[src/rtl/sensor_debounce_bank.sv]
// Per-channel synchronizer plus enabled-sample debounce counter.
// Produces a registered level and one-cycle rise/fall/changed pulses.
module sensor_debounce_bank #(
    parameter int                  CHANNELS    = 4,
    parameter int                  SYNC_STAGES = 2,
    parameter int                  DEBOUNCE    = 4,
    parameter logic [CHANNELS-1:0] RESET_VAL   = '0
) (
    input  logic                clk,
    input  logic                reset,
    input  logic                en,
    input  logic [CHANNELS-1:0] din,
    output logic [CHANNELS-1:0] q,
    output logic [CHANNELS-1:0] rise,
    output logic [CHANNELS-1:0] fall,
    output logic                changed
);

    localparam int            CW   = $clog2(DEBOUNCE + 1);
    localparam logic [CW-1:0] LAST = CW'(DEBOUNCE - 1);

    logic [CHANNELS-1:0] sync_r [SYNC_STAGES];
    logic [CW-1:0]       cnt_r  [CHANNELS];
    logic [CW-1:0]       cnt_nxt[CHANNELS];
    logic [CHANNELS-1:0] s;
    logic [CHANNELS-1:0] toggle;

    assign s = sync_r[SYNC_STAGES-1];

    always_ff @(posedge clk or negedge reset) begin
        if (!reset) begin
            for (int i = 0; i < SYNC_STAGES; i++) begin
                sync_r[i] <= RESET_VAL;
            end
        end else begin
            sync_r[0] <= din;
            for (int i = 1; i < SYNC_STAGES; i++) begin
                sync_r[i] <= sync_r[i-1];
            end
        end
    end

    // Toggle on the DEBOUNCE-th consecutive enabled mismatch sample.
    always_comb begin
        toggle = '0;
        for (int ch = 0; ch < CHANNELS; ch++) begin
            cnt_nxt[ch] = cnt_r[ch];
            if (en) begin
                if (s[ch] == q[ch]) begin
                    cnt_nxt[ch] = '0;
                end else if (cnt_r[ch] == LAST) begin
                    toggle[ch]  = 1'b1;
                    cnt_nxt[ch] = '0;
                end else begin
                    cnt_nxt[ch] = cnt_r[ch] + CW'(1);
                end
            end
        end
    end

    always_ff @(posedge clk or negedge reset) begin
        if (!reset) begin
            q       <= RESET_VAL;
            rise    <= '0;
            fall    <= '0;
            changed <= 1'b0;
            for (int ch = 0; ch < CHANNELS; ch++) begin
                cnt_r[ch] <= '0;
            end
        end else begin
            q       <= q ^ toggle;
            rise    <= toggle & ~q;
            fall    <= toggle & q;
            changed <= |toggle;
            for (int ch = 0; ch < CHANNELS; ch++) begin
                cnt_r[ch] <= cnt_nxt[ch];
            end
        end
    end

endmodule

[config.mk]
export PLATFORM = sky130hd
export DESIGN_NAME = sensor_debounce_bank
export DESIGN_NICKNAME = d
export VERILOG_FILES = /design/src/rtl/sensor_debounce_bank.sv
export SDC_FILE = /design/constraint.sdc
export NUM_CORES = 1
export LEC_CHECK = 0
export BUFFER_PORTS_ARGS = -buffer_cell sky130_fd_sc_hd__buf_2
export CORE_ASPECT_RATIO = 1.5
export CORE_MARGIN = 3
export CORE_UTILIZATION = 58
export DETAILED_ROUTE_END_ITERATION = 7
export GPL_ROUTABILITY_DRIVEN = 0
export PLACE_DENSITY = 0.81
export SLEW_MARGIN = 20
export SYNTH_ARGS = -nofsm -noshare
export SYNTH_HDL_FRONTEND = slang
export SYNTH_SLANG_ARGS = --single-unit
[constraint.sdc]
create_clock -name clk -period 2.7 [get_ports clk]
set_input_delay 0.135 -clock clk [delete_from_list [all_inputs] [get_ports clk]]
set_output_delay 0.135 -clock clk [all_outputs]
set_load 0.02 [all_outputs]
# Word level (Yosys, flattened, before mapping)
# Index checks and enable logic that the tools add are counted.
# Widths: inputs -> output; s select.
[word_totals] ff_bits=33 input_bits=7 output_inout_bits=13 elab_cells=47
[classes] n_addsub=4 eq_ne=8 n_mux=20 n_bitwise=4 reduce_logical=1
[op_table] op="$mux 3" count=8
[op_table] op="$add 3x1->3 const B" count=4
[op_table] op="$eq 3x2->1 const B" count=4
[op_table] op="$mux 1" count=12
[op_table] op="$and 4x4->4" count=2
[op_table] op="$eq 1x1->1" count=4
[op_table] op="$not 4->4" count=1
[op_table] op="$reduce_or 4->1" count=1
[op_table] op="$xor 4x4->4" count=1

# Depth between registers and ports, before layout
# Gate-level depths: netlist of run 1.
[logic_depth] depth_word=5 depth_mapped=4 mapped_depth_nobuf=4

# Worst setup path after synthesis of run 1
# No wires, ideal clock.
[synth_timing] kind="register to register" from="register q[2]" to="register changed" setup_ps=138 arrival_time_ps=1371 t_required_ps=2562 path_slack_ps=1190 path_stages_with_launch=4 n_path_buf=0 period_less_slack_ps=1510 cell_sequence="dfrtp_1 -> xor2_1 -> and4b_1 -> or4_1"
[synth_via] elab_chain_cells=4
[synth_rtl] element="start: declaration" line="13" rtl="output logic [CHANNELS-1:0] q,"
[synth_rtl] element="start signal: assignment" line="71" rtl="q <= q ^ toggle;"
[synth_rtl] element="$eq 1x1->1" line="49" rtl="if (s[ch] == q[ch]) begin"
[synth_rtl] element="$mux 1" line="49"
[synth_rtl] element="$mux 1" line="48" rtl="if (en) begin"
[synth_rtl] element="$reduce_or 4->1" line="74" rtl="changed <= |toggle;"
[synth_rtl] element="end signal: assignment" line="74"
[synth_rtl] element="end: declaration" line="16" rtl="output logic changed"
# No other way between the ends.
# A chain may end at the register's enable or synchronous reset.

# Final worst setup path of run 1
# Ends and elaborated chain as after synthesis.

==> run metrics, run 1 <==
status=finished, final reports clean; CP Max Fanout=4; Mean Syn Cell Area=12.52 um2; register area share after synthesis=a little under two thirds; Syn Std Cell Area=between 1000 and 1500 um2; Hold WC Path Type=in -> reg; synth top area cells=dfrtp_1, ha_1, inv_1; final net count=152; unrepaired setup endpoints after global routing=no; multi-input logic area=roughly 410 um2; Via density=5.314; reg2reg start=q[2]; Post-DP Area=between 1000 and 1500 um2; final wirelength=roughly 2.0 mm; flops & latches, synth=33; CTS tree=yes; Final min period=approximately 1.5 ns; Slew headroom=between 50 and 60%; Final Cell Area=approximately 1500 um2; share of post-route cells with drive strength above 1=between 20% and 30%; power density cells=between 800 and 900 nW/um2; port buffer count=19; # DRC=0; max incr delay on CP=about 0.53 ns; pins over their slew limit=0; syn_nets=approximately 120; die width=approximately 45 um; I/O pin count=20; DP HPWL=1.492 mm; Synth area leader=dfrtp_1; Finished Layout Cells=approximately 160; Power Total=0.001335 W; full die area=between 2000 and 3000 um2; core area=around 2100 um2; Clk pin slew, worst setup/hold paths=~0.09 ns; critical path class=reg -> reg; diode count=0; # Max-Cap Violations=0; cts repair resizes=0; CTS root buf=clkbuf_4; Post-Syn Instances=around 100; Vias=between 800 and 900; commonest non-fill, non-tap cell in the layout=dfrtp_1; Placed Instances=~140; worst reg-to-reg setup slack=1.18 ns; commonest cells after routing, fill and taps aside=dfrtp_1, buf_2, inv_1; WL/cell=about 13 um; Buf+Inv Stages, Crit Path=0; CTS Sinks=33; gr usage total=between 10% and 20%; Static Leak=0.8432 nW; post-route ant nets=0; Initial Util=between 60% and 70%; setup TNS=0 ns; Seq. cell area=roughly 830 um2; die height=roughly 64 um; Worst Reg-to-Reg Cells=3; maximum vdd drop=roughly 540 uV; Distinct cells, synth=13; Synth Warn #=0; Hold EP=cnt_r[10]; family with the most delay on the worst path=simple AND/OR/NAND/NOR gates; Hold Crit Depth=3; # setup viols final=0; worst r2r dst=changed; Worst Tran Pin Value=slightly below 0.7 ns; first-pass iteration count of the detailed router=4; Critical Path RT=around 2.9 ns; min-delay src=en; Worst setup SP type=flip-flop; fmax=659.2 MHz; Worst path slowest cell=or4_1; row count=20; fill count=between 100 and 150; arrival time worst endpoint=approximately 1.7 ns; Clock Path Buffers=2; worst-skew pair later-pin latency=approximately 0.33 ns; Area Growth Syn to Fin=17.96%; total CTS buffers=5; total grt overflow=0; final setup skew=0.003006 ns; initial antenna violation count=0; DRT iter0 DRCs=21; pin count of the biggest net entering global routing=34; Worst setup EP type=flip-flop; fin crit share=a little under three fifths; CTS H-tree lvls=2; final hold violation count=0; CP cell instances=xor2_1, and4b_1, or4_1; vias in the first global route=around 860; Yosys top cell area share=63.40%; global-route wire length before repair=about 3.6 mm
==> kinds of logic after synthesis <==
group / synth area share (%)
compound gates: 7.301
simple gates: 9.799
xor+xnor: 2.689
fa+ha+maj: 11.53
flops: 63.40
buf+inv: 5.283
==> worst max-delay path by stage <==
| stage | to | depth (start not counted) | slack [ns] | from |
|---|---|---|---|---|
| 6_report | changed | 3 | 1.18 | q[2] |
| 5_1_grt | changed | 3 | 1.14 | q[2] |
| 3_3_place_gp | changed | 3 | 1.27 | cnt_r[3] |
| 2_1_floorplan | changed | 3 | 1.19 | q[2] |
| 4_1_cts | changed | 3 | 1.16 | q[2] |
| 3_5_place_dp | changed | 3 | 1.18 | q[2] |
==> state kept, by name (all words and copies together), names as in the netlist <==
name     flops
cnt_r       12
fall         4
s            4
q            4
rise         4
changed      1
sync_r       4
==> where the power goes <==
part	total, W	leakage, nW	internal (W)	switching, W
logic	0.000365	0.380	0.000146	0.000219
registers	0.000664	0.422	0.000592	0.0000729
clock network	0.000306	0.0413	0.000151	0.000155
==> synth_stat cells <==
| library cell | number |
|---|---|
| o21ai_0 | 8 |
| o22ai_1 | 4 |
| buf_2 | 1 |
| nand2_1 | 8 |
| a21boi_0 | 4 |
| xor2_1 | 4 |
| inv_1 | 16 |
| or4_1 | 1 |
| dfrtp_1 | 33 |
| ha_1 | 12 |
| clkbuf_1 | 1 |
| and4b_1 | 4 |
| nand2b_1 | 8 |
==> area by class of cell <==
cell class / instances / area share [%]
clock buffer: 7 / 4.235
inverter: 16 / 3.909
multi-input combinational: 53 / 26.55
tap: 22 / 1.792
sequential: 33 / 53.75
clock inverter: 1 / 0.3257
timing repair buffer: 24 / 9.446
==> worst reg2reg max path, cell delays in order (launching register included) <==
cell and delay, ns:
dfrtp_1 0.43, xor2_1 0.21, and4b_1 0.23, or4_1 0.53
==> what timing repair did <==
item | in CTS | in global routing
buffers inserted | 0 | 0
hold endpoints to repair | 37 | 0
hold buffers | 5 | 0
==> stage by stage <==
stage                     hold slack, ns  util, %  setup slack (ns)
after floorplan                  -0.1606        -             1.190
after global placement            0.2057    68.19             1.265
after detailed placement          0.2235    68.19             1.178
after CTS                         0.1903    73.98             1.160
after global routing              0.2320    73.98             1.141
final                             0.2161    73.98             1.183
==> routing by layer <==
metal / global-route usage, % / vias up / part of all wire (%)
li1: - / 393 / -
met1: 18.37 / 402 / 39
met2: 28.24 / 23 / 51
met3: 6.761 / 11 / 4.8
met4: 13.58 / 0 / 5.2
met5: 0 / - / 0
No activity file was read; power rests on OpenSTA's default activity.
==> run 2, diff against run 1 <==
--- a/config.mk
+++ b/config.mk
@@ -8,10 +8,10 @@
 export BUFFER_PORTS_ARGS = -buffer_cell sky130_fd_sc_hd__buf_2
 export CORE_ASPECT_RATIO = 1.5
 export CORE_MARGIN = 3
-export CORE_UTILIZATION = 58
+export CORE_UTILIZATION = 49
 export DETAILED_ROUTE_END_ITERATION = 7
 export GPL_ROUTABILITY_DRIVEN = 0
-export PLACE_DENSITY = 0.81
+export PLACE_DENSITY = 0.73
 export SLEW_MARGIN = 20
 export SYNTH_ARGS = -nofsm -noshare
 export SYNTH_HDL_FRONTEND = slang
==> constraint.sdc (replaced) <==
create_clock -name clk -period 1.35 [get_ports clk]
set_input_delay 0.0675 -clock clk [delete_from_list [all_inputs] [get_ports clk]]
set_output_delay 0.0675 -clock clk [all_outputs]
set_load 0.02 [all_outputs]
==> run 2 against run 1 <==
  * Routed wire length up 7.8%
  * Die area up 16%
  * Power up 120%
  * Sequential share of layout area down 6.3 points
  * Flip-flop and latch count unchanged
  * Non-clock buffer count up 15
  * First-iteration DRC count down 52%
  * Setup slack worse by 1.3 ns
  * Clock skew up 0.0056 ns
  * The run now ends with setup timing left
  * Cell area up 14%
  * Register-to-register slack worse by 1.3 ns
  * Clock power up 68%
==> run metrics, run 2 (same netlist as run 1, synthesis figures left out) <==
die width=48.10 um (+7.6%); CTS Sinks=33 (unchanged); Static Leak=0.8988 nW (+6.6%); I/O pin count=20 (unchanged); Power Total=0.002878 W (+120%); core area=2505 um2 (+21%); Layout Utilization=69.63% (-4.3 points); Via density=4.659 (-12%); DRT iter0 DRCs=10 (-52%); Hold EP=cnt_r[4]; die height=69.15 um (+8.0%); arrival time worst endpoint=1.67 ns (-0.05 ns); initial antenna violation count=0 (unchanged); total grt overflow=0 (unchanged); maximum vdd drop=1075 uV (+98%); Initial Util=52.00% (-11 points); failing checks=setup timing; min-delay src=en; pin count of the biggest net entering global routing=34 (unchanged); final wirelength=2.183 mm (+7.8%); Hold WC Path Type=in -> reg; CTS tree=yes; worst-skew pair later-pin latency=0.33 ns (about the same); worst setup slack after layout=-0.1019 ns (-1.285 ns); power density cells=1650 nW/um2 (+90%); fin crit share=107.6% (+51 points); gr usage total=16.58% (-1.4 points); max incr delay on CP=0.50 ns (-0.03 ns); total CTS buffers=5 (unchanged); commonest cells after routing, fill and taps aside=dfrtp_1, buf_2, inv_1; Buf+Inv Stages, Crit Path=0 (unchanged); final hold violation count=0 (unchanged); unrepaired setup endpoints after global routing=yes; full die area=3326 um2 (+16%); Clock Path Buffers=2 (unchanged); max reg flops=12 (unchanged); status=complete, but fails checks; DP HPWL=1.519 mm (+1.8%); Vias=862 (+4.0%); worst r2r dst=changed; final setup skew=0.008648 ns (+0.005642 ns); reg2reg start=s[2]; Slew headroom=72.71% (+19 points); # Max-Cap Violations=0 (unchanged); first-pass iteration count of the detailed router=4 (unchanged); critical path class=reg -> reg; diode count=0 (unchanged); pins over their slew limit=0 (unchanged); # DRC=0 (unchanged); WL/cell=11.80 um (-9.1%); Worst Tran Pin Value=0.4093 ns (-0.2832 ns); Worst Reg-to-Reg Cells=3 (unchanged); share of post-route cells with drive strength above 1=38.93% (+19 points); commonest non-fill, non-tap cell in the layout=dfrtp_1; final net count=167 (+9.9%); CTS root buf=clkbuf_4; post-route ant nets=0 (unchanged); port buffer count=19 (unchanged); Biggest register=cnt_r; fill count=182 (+30%); Hold Crit Depth=3 (unchanged); Critical Path RT=1.57 ns (-1.34 ns); Worst setup SP type=flip-flop; CTS H-tree lvls=2 (unchanged); CP Max Fanout=3 (-1); row count=22 (+10%); family with the most delay on the worst path=simple AND/OR/NAND/NOR gates; Worst Setup SP=s[2]; fmax=688.7 MHz (+4.5%); vias in the first global route=900 (+4.8%); Worst path slowest cell=or4_4; Clk pin slew, worst setup/hold paths=0.10 ns (about the same); Final min period=1.452 ns (-0.06504 ns); global-route wire length before repair=3.822 mm (+5.5%); # setup viols final=2 (+2); worst reg-to-reg setup slack=-0.10 ns (-1.28 ns); CP cell instances=xor2_2, and4b_1, or4_4; final hold slack=0.09695 ns (-0.1191 ns); Area Growth Syn to Fin=33.91%; Worst setup EP type=flip-flop
==> run 2: how the worst max path moves through the flow <==
| stage | endpoint | slack (ns) | cells past startpoint |
|---|---|---|---|
| final | changed | -0.10 | 3 |
| after detailed placement | changed | -0.10 | 3 |
| after floorplan | changed | -0.12 | 3 |
| after CTS | changed | -0.09 | 3 |
| after global placement | changed | -0.05 | 3 |
| after global routing | changed | -0.16 | 3 |
==> run 2: metal layers <==
metal | track usage [%] | routed length, um | share of wire, % | vias up
met5 | 0 | 0 | 0 | -
met4 | 8.982 | 64 | 2.9 | 0
met3 | 7.050 | 108 | 4.9 | 5
met2 | 25.63 | 1135 | 52 | 15
met1 | 18.10 | 876 | 40 | 420
li1 | - | - | - | 422
==> run 2: timing repair <==
item                                    4_1_cts  5_1_grt
buffers inserted                              0        1
resized for setup                             1       17
endpoints found under the hold margin        37        0
endpoints found under the setup margin        2        5
hold buffers                                  5        0
pin swaps                                     0        8
==> run 2: area by class of cell <==
type | instances | area, um2 | area share, %
sequential | 33 | 828.3 | 47.49
multi-input combinational | 53 | 490.5 | 28.12
timing repair buffer | 39 | 269.0 | 15.42
inverter | 16 | 60.06 | 3.443
tap | 36 | 45.04 | 2.583
clock buffer | 6 | 41.29 | 2.367
clock inverter | 2 | 10.01 | 0.5739
==> run 2: metrics by stage <==
| stage | worst slack (ns) | setup TNS, ns | area [um2] | instances |
|---|---|---|---|---|
| floorplan | -0.1188 | -0.1188 | 1305 | 104 |
| global placement | -0.04974 | -0.04974 | 1541 | 171 |
| detailed placement | -0.1012 | -0.1079 | 1541 | 171 |
| CTS | -0.09018 | -0.09148 | 1645 | 184 |
| global route | -0.1599 | -0.3695 | 1744 | 185 |
| finish | -0.1019 | -0.2018 | 1744 | 185 |
==> run 2: report_power, final <==
group | switching (W) | total, W | leakage, nW | internal [W]
logic | 0.000538 | 0.00104 | 0.446 | 0.000507
clock network | 0.000316 | 0.000514 | 0.0320 | 0.000198
registers | 0.000131 | 0.00132 | 0.420 | 0.00119
total | 0.000985 | 0.00288 | 0.899 | 0.00189
==> run 2: worst register-to-register path, delay by kind of cell (launching register included) <==
kind | cells | cell delay, ns
xor+xnor | 1 | 0.19
simple gates | 2 | 0.73
flops | 1 | 0.41
